[config.mk]
export PLATFORM = sky130hd
export DESIGN_NAME = branch_resolve_unit
export DESIGN_NICKNAME = d
export VERILOG_FILES = /design/src/rtl/branch_resolve_unit.sv
export SDC_FILE = /design/constraint.sdc
export NUM_CORES = 1
export LEC_CHECK = 0
export BUFFER_PORTS_ARGS = -buffer_cell sky130_fd_sc_hd__buf_4
export CAP_MARGIN = 20
export CORE_MARGIN = 2
export CORE_UTILIZATION = 59
export CTS_BUF_LIST = sky130_fd_sc_hd__clkbuf_2
export DETAILED_ROUTE_END_ITERATION = 8
export PLACE_DENSITY = 0.82
export SLEW_MARGIN = 20
export SYNTH_ARGS = -nofsm -noshare
export SYNTH_HDL_FRONTEND = slang
export SYNTH_SLANG_ARGS = --single-unit
[constraint.sdc]
create_clock -name clk -period 5.8 [get_ports clk]
set_input_delay 0.87 -clock clk [delete_from_list [all_inputs] [get_ports clk]]
set_output_delay 0.87 -clock clk [all_outputs]
set_load 0.005 [all_outputs]
[src/rtl/branch_resolve_unit.sv]
// Branch resolve unit: tracks in-flight fetch predictions in order, checks them at memory-stage
// resolve, and emits predictor updates, pipeline flush/redirect and branch statistics.
module branch_resolve_unit #(
    parameter int DEPTH = 4,
    parameter int CNT_W = 16
) (
    input  logic             clk,
    input  logic             reset,
    input  logic             fetch_valid,
    input  logic [31:0]      fetch_pc,
    input  logic             fetch_pred_taken,
    input  logic [31:0]      fetch_pred_target,
    input  logic             res_valid,
    input  logic             res_branch,
    input  logic             res_taken,
    input  logic [31:0]      res_target,
    output logic             upd_valid,
    output logic [31:0]      upd_pc,
    output logic             upd_taken,
    output logic [31:0]      upd_target,
    output logic             flush,
    output logic [31:0]      redirect_pc,
    output logic [CNT_W-1:0] branch_count,
    output logic [CNT_W-1:0] mispredict_count,
    output logic             err_overflow,
    output logic             err_underflow
);
    localparam int PTR_W = (DEPTH > 1) ? $clog2(DEPTH) : 1;
    localparam int OCC_W = $clog2(DEPTH + 1);

    typedef struct packed {
        logic [31:0] pc;
        logic        predTaken;
        logic [31:0] predTarget;
    } queueEntry_t;

    typedef enum logic {RUN, FLUSH} state_t;

    state_t          state;
    queueEntry_t     queueMem [DEPTH];
    queueEntry_t     headEntry;
    logic [PTR_W-1:0] headPtr, tailPtr;
    logic [OCC_W-1:0] occupancy;

    logic inRun, isEmpty, isFull;
    logic doPop, doPush, mispredict, underflow, overflow;

    assign inRun     = (state == RUN);
    assign isEmpty   = (occupancy == '0);
    assign isFull    = (occupancy == OCC_W'(DEPTH));
    assign headEntry = queueMem[headPtr];

    assign doPop      = inRun & res_valid & ~isEmpty;
    assign underflow  = inRun & res_valid & isEmpty;
    assign mispredict = doPop & (res_branch
                          ? ((res_taken != headEntry.predTaken) ||
                             (res_taken & headEntry.predTaken & (res_target != headEntry.predTarget)))
                          : headEntry.predTaken);
    // A push racing a mispredict is wrong-path work and is dropped along with the queue.
    assign doPush     = inRun & fetch_valid & ~mispredict & (~isFull | doPop);
    assign overflow   = inRun & fetch_valid & isFull & ~doPop;

    // NOTE: entry storage is deliberately not reset; occupancy alone says which slots are live.
    always_ff @(posedge clk) begin
        if (doPush) begin
            queueMem[tailPtr] <= '{pc: fetch_pc, predTaken: fetch_pred_taken,
                                   predTarget: fetch_pred_target};
        end
    end

    // NOTE: every register here is state, so only non-blocking assignments are used.
    always_ff @(posedge clk or posedge reset) begin
        if (reset) begin
            state            <= RUN;
            headPtr          <= '0;
            tailPtr          <= '0;
            occupancy        <= '0;
            upd_valid        <= 1'b0;
            upd_pc           <= '0;
            upd_taken        <= 1'b0;
            upd_target       <= '0;
            flush            <= 1'b0;
            redirect_pc      <= '0;
            branch_count     <= '0;
            mispredict_count <= '0;
            err_overflow     <= 1'b0;
            err_underflow    <= 1'b0;
        end else begin
            upd_valid <= 1'b0;
            if (state == FLUSH) begin
                state <= RUN;
                flush <= 1'b0;
            end else begin
                flush <= mispredict;
                if (doPop) begin
                    upd_valid  <= res_branch;
                    upd_pc     <= headEntry.pc;
                    upd_taken  <= res_taken;
                    upd_target <= res_target;
                    if (res_branch && branch_count != '1)
                        branch_count <= branch_count + CNT_W'(1);
                    if (mispredict && mispredict_count != '1)
                        mispredict_count <= mispredict_count + CNT_W'(1);
                end
                if (mispredict) begin
                    state       <= FLUSH;
                    redirect_pc <= res_taken ? res_target : headEntry.pc + 32'd4;
                    headPtr     <= '0;
                    tailPtr     <= '0;
                    occupancy   <= '0;
                end else begin
                    if (doPop)
                        headPtr <= headPtr + PTR_W'(1);
                    if (doPush)
                        tailPtr <= tailPtr + PTR_W'(1);
                    if (doPush && !doPop)
                        occupancy <= occupancy + OCC_W'(1);
                    else if (doPop && !doPush)
                        occupancy <= occupancy - OCC_W'(1);
                end
                if (underflow)
                    err_underflow <= 1'b1;
                if (overflow)
                    err_overflow <= 1'b1;
            end
        end
    end
endmodule

==> results.toml <==
[job]
max_cap_viol_count = 0

[final_layout]
fin_area_mm2 = 0.0195
fin_util_pct = 70.4
layout_common_cells = "edfxtp_1, buf_4, nand2_1, clkbuf_2, dfrtp_1"
synthToLayoutAreaGrowth_pct = 17.9
fin_cells = 1838
final_common_cell = "edfxtp_1"
nets = 1486
layout-drive-gt1-share_pct = 35.5

[setup_path]
r2r_slack_ns = 1.02
start_kind = "flip-flop"
cp.required_ns = 6.28
crit_arrival_ns = 5.26
critical_path_class = "reg -> reg"
reg2regPathDepth = 7
crit_fanout = 65
critPathMaxStageDelay_ns = 0.99
cp_num_buf_inv = 0
r2r_start = "headPtr[1]"
crit_path_cell_trace = "mux4_1 -> xnor2_1 -> nand4_1 -> nor4_2 -> a21oi_2 -> nor2_4 -> and3_4"
cp_slowest_cell = "and3_4"
cp_top_family = "simple AND/OR/NAND/NOR gates"
timing.rr.end = "queueMem[1][64]"
worstSetupEndpointType = "flip-flop"

[timing]
fin_skew_ns = 0.0638
rsz0062_at_grt = "no"
setup_viol = 0
fin_crit_ns = 4.78
hold_viol = 0
worst_pin_slew_ns = 1.10
finalSetupTns_ns = 0
period_share_pct = 82.5
fin_hold_ws_ns = 0.0910
fin_ws_ns = 1.02
max_freq_mhz = 209
drv_slew = 0
max_slew_margin_pct = 26.6

[power]
clockPowerShare_pct = 19.5
power_mw = 9.33
total_leakage_power_nw = 7.87
switching_share_pct = 34.3
p_seq_share_pct = 45.9
p_sw_mw = 3.20
ir_drop_mv = 0.274
power_density_mw_per_mm2 = 480
power_frac_comb_pct = 34.6
p_int_mw = 6.13

[floorplanning]
core_area_mm2 = 0.0276
num_io_pins = 236
fp.dieH_um = 171
num_rows = 61
initial_core_util_pct = 59.7
dieArea_mm2 = 0.0293
die_x_um = 171

[synthesis]
synth_fa_ha_area_share_pct = 0.728
synth_top_family_by_area = "multiplexers"
synth-compound-area-share_pct = 2.55
avgSynthCellArea_um2 = 15.2
yosysWarnings = 0
synthFlopType = "edfxtp_1"
yosysTopAreaCell = "edfxtp_1"
yosys-top-cells-area = "edfxtp_1, dfrtp_1, mux4_2"
ys_types = 49
synth_seq_cells = 400
synth_fp_nets = 1195
synth_area_mm2 = 0.0165
postSynthCellCount = 1083
synthXorXnorAreaFrac_pct = 4.83
synth_top_area_share_pct = 47.3
synth_edf_count = 260
synthMuxAreaShare_pct = 11.9
ys_seq_area_share_pct = 68.5
synth-simple-area-share_pct = 9.26
synth-async-reset-ratio_pct = 35.0

[drt]
viasPerCell = 5.74
drt-initial-drc-count = 903
ant_nets = 0
vias = 10500
wl_um = 39300
first_pass_iters = 5
wl_per_cell_um = 21.4
drcViolationCount = 0

[placed_design]
gp_congestion = 0.843
post-place-ws_ns = 1.07
port_buffers = 235
postPlaceCellArea_mm2 = 0.0186
hpwlAfterDp_um = 26100
dp_cells = 1654

[global_route]
grt_max_degree = 89
grt_antenna_before_repair = 1
grt-ovfl-total = 0
track_usage_pct = 27.2
grt_pass1_wl_um = 59100
grt_pass1_vias = 10600

[clocking]
postCtsSetupRepairBufs = 0
clk_latency_ns = 0.91
cts_tree = "done"
path_clk_slew_ns = 0.11
clk_root_buffer_cell = "clkbuf_2"
clock_path_buffers = 3
cts_hold_buf = 0
ctsResizeCount = 0
numCtsBuffers = 96
cts_sinks = 400
h-tree-depth = 3

[outcome]
outcome = "finished, final reports clean"

[worst_hold_path]
hold_path_class = "in -> async"
==> cells in the mapped netlist, types with 2 or more instances <==
cell type    n
a21o_1       4
a21oi_1      2
a31oi_1      2
a32o_1       2
and2_1       8
and3_1      11
and4_1       7
buf_1        3
buf_2        7
buf_4        7
buf_6        5
buf_8        2
clkbuf_1    25
dfrtp_1    140
edfxtp_1   260
ha_1         8
inv_1       19
mux2_1       3
mux2_2      35
mux2i_1      3
mux4_1       9
mux4_2      56
nand2_1    238
nand2b_1     2
nand3_1     14
nand4_1     21
nor2_1      13
nor2b_1      3
nor3_1      14
nor4_1       8
o2111ai_1    6
o211ai_1     6
o21ai_0     35
xnor2_1     78
xor2_1      13
==> state kept, by name (all words and copies together), names as in the netlist, 2 cells and up <==
name and cells:
upd_target 32, tailPtr 2, occupancy 3, upd_pc 32, mispredict_count 16, branch_count 16
headPtr 2, queueMem 260, redirect_pc 32
==> metal layers <==
metal  vias up  routed length (um)  global-route usage (%)  part of all wire, %
li1       4631                   -                       -                    -
met1      5292               15600                    36.9                   40
met2       545               19300                    42.9                   49
met3        74                3180                    5.84                  8.1
met4         0                1250                    12.3                  3.2
met5         -                   0                       0                    0
==> how the worst max path moves through the flow <==
| stage | cells after the start | slack, ns | from | to |
|---|---|---|---|---|
| finish | 7 | 1.02 | headPtr[1] | queueMem[1][64] |
| global placement | 7 | 1.20 | headPtr[0] | queueMem[1][52] |
| floorplan | 1 | 1.18 | reset | branch_count[0] |
| global route | 7 | 0.80 | headPtr[1] | queueMem[0][41] |
| CTS | 7 | 1.04 | headPtr[1] | queueMem[0][41] |
| detailed placement | 7 | 1.07 | headPtr[0] | queueMem[1][51] |
==> cells by family after synthesis <==
logic type / count (synthesis)
muxes: 106
and+or+nand+nor: 344
xor gates and xnor gates: 91
DFF: 400
AOI/OAI and AO/OA: 64
buffers and inverters: 69
adders and majority gates: 9
==> worst reg2reg max path: cells and delay by family (launching register included) <==
| family | cells | cell delay [ns] |
|---|---|---|
| AO/OA/AOI/OAI | 1 | 0.33 |
| XOR/XNOR | 1 | 0.20 |
| flip-flops | 1 | 0.97 |
| multiplexers | 1 | 0.47 |
| AND/OR/NAND/NOR | 4 | 2.31 |
==> layout make-up <==
| class | count | area, um2 |
|---|---|---|
| inverter | 19 | 76.3 |
| timing repair buffer | 243 | 1840 |
| multi-input combinational | 614 | 4850 |
| fill | 1883 | 8170 |
| tap | 378 | 473 |
| sequential | 400 | 11300 |
| clock inverter | 18 | 80.1 |
| clock buffer | 163 | 816 |
| antenna | 3 | 7.51 |
==> power groups by stage <==
stage | combinational, mW | clock, mW | sequential [mW]
after CTS | 3.25 | 1.86 | 4.28
after detailed placement | 3.24 | 0 | 4.33
final | 3.23 | 1.82 | 4.28
after floorplan | 2.09 | 0 | 4.19
after global routing | 3.51 | 2.00 | 4.35
after global placement | 3.14 | 0 | 4.30
(Power assumes the default switching activity.)
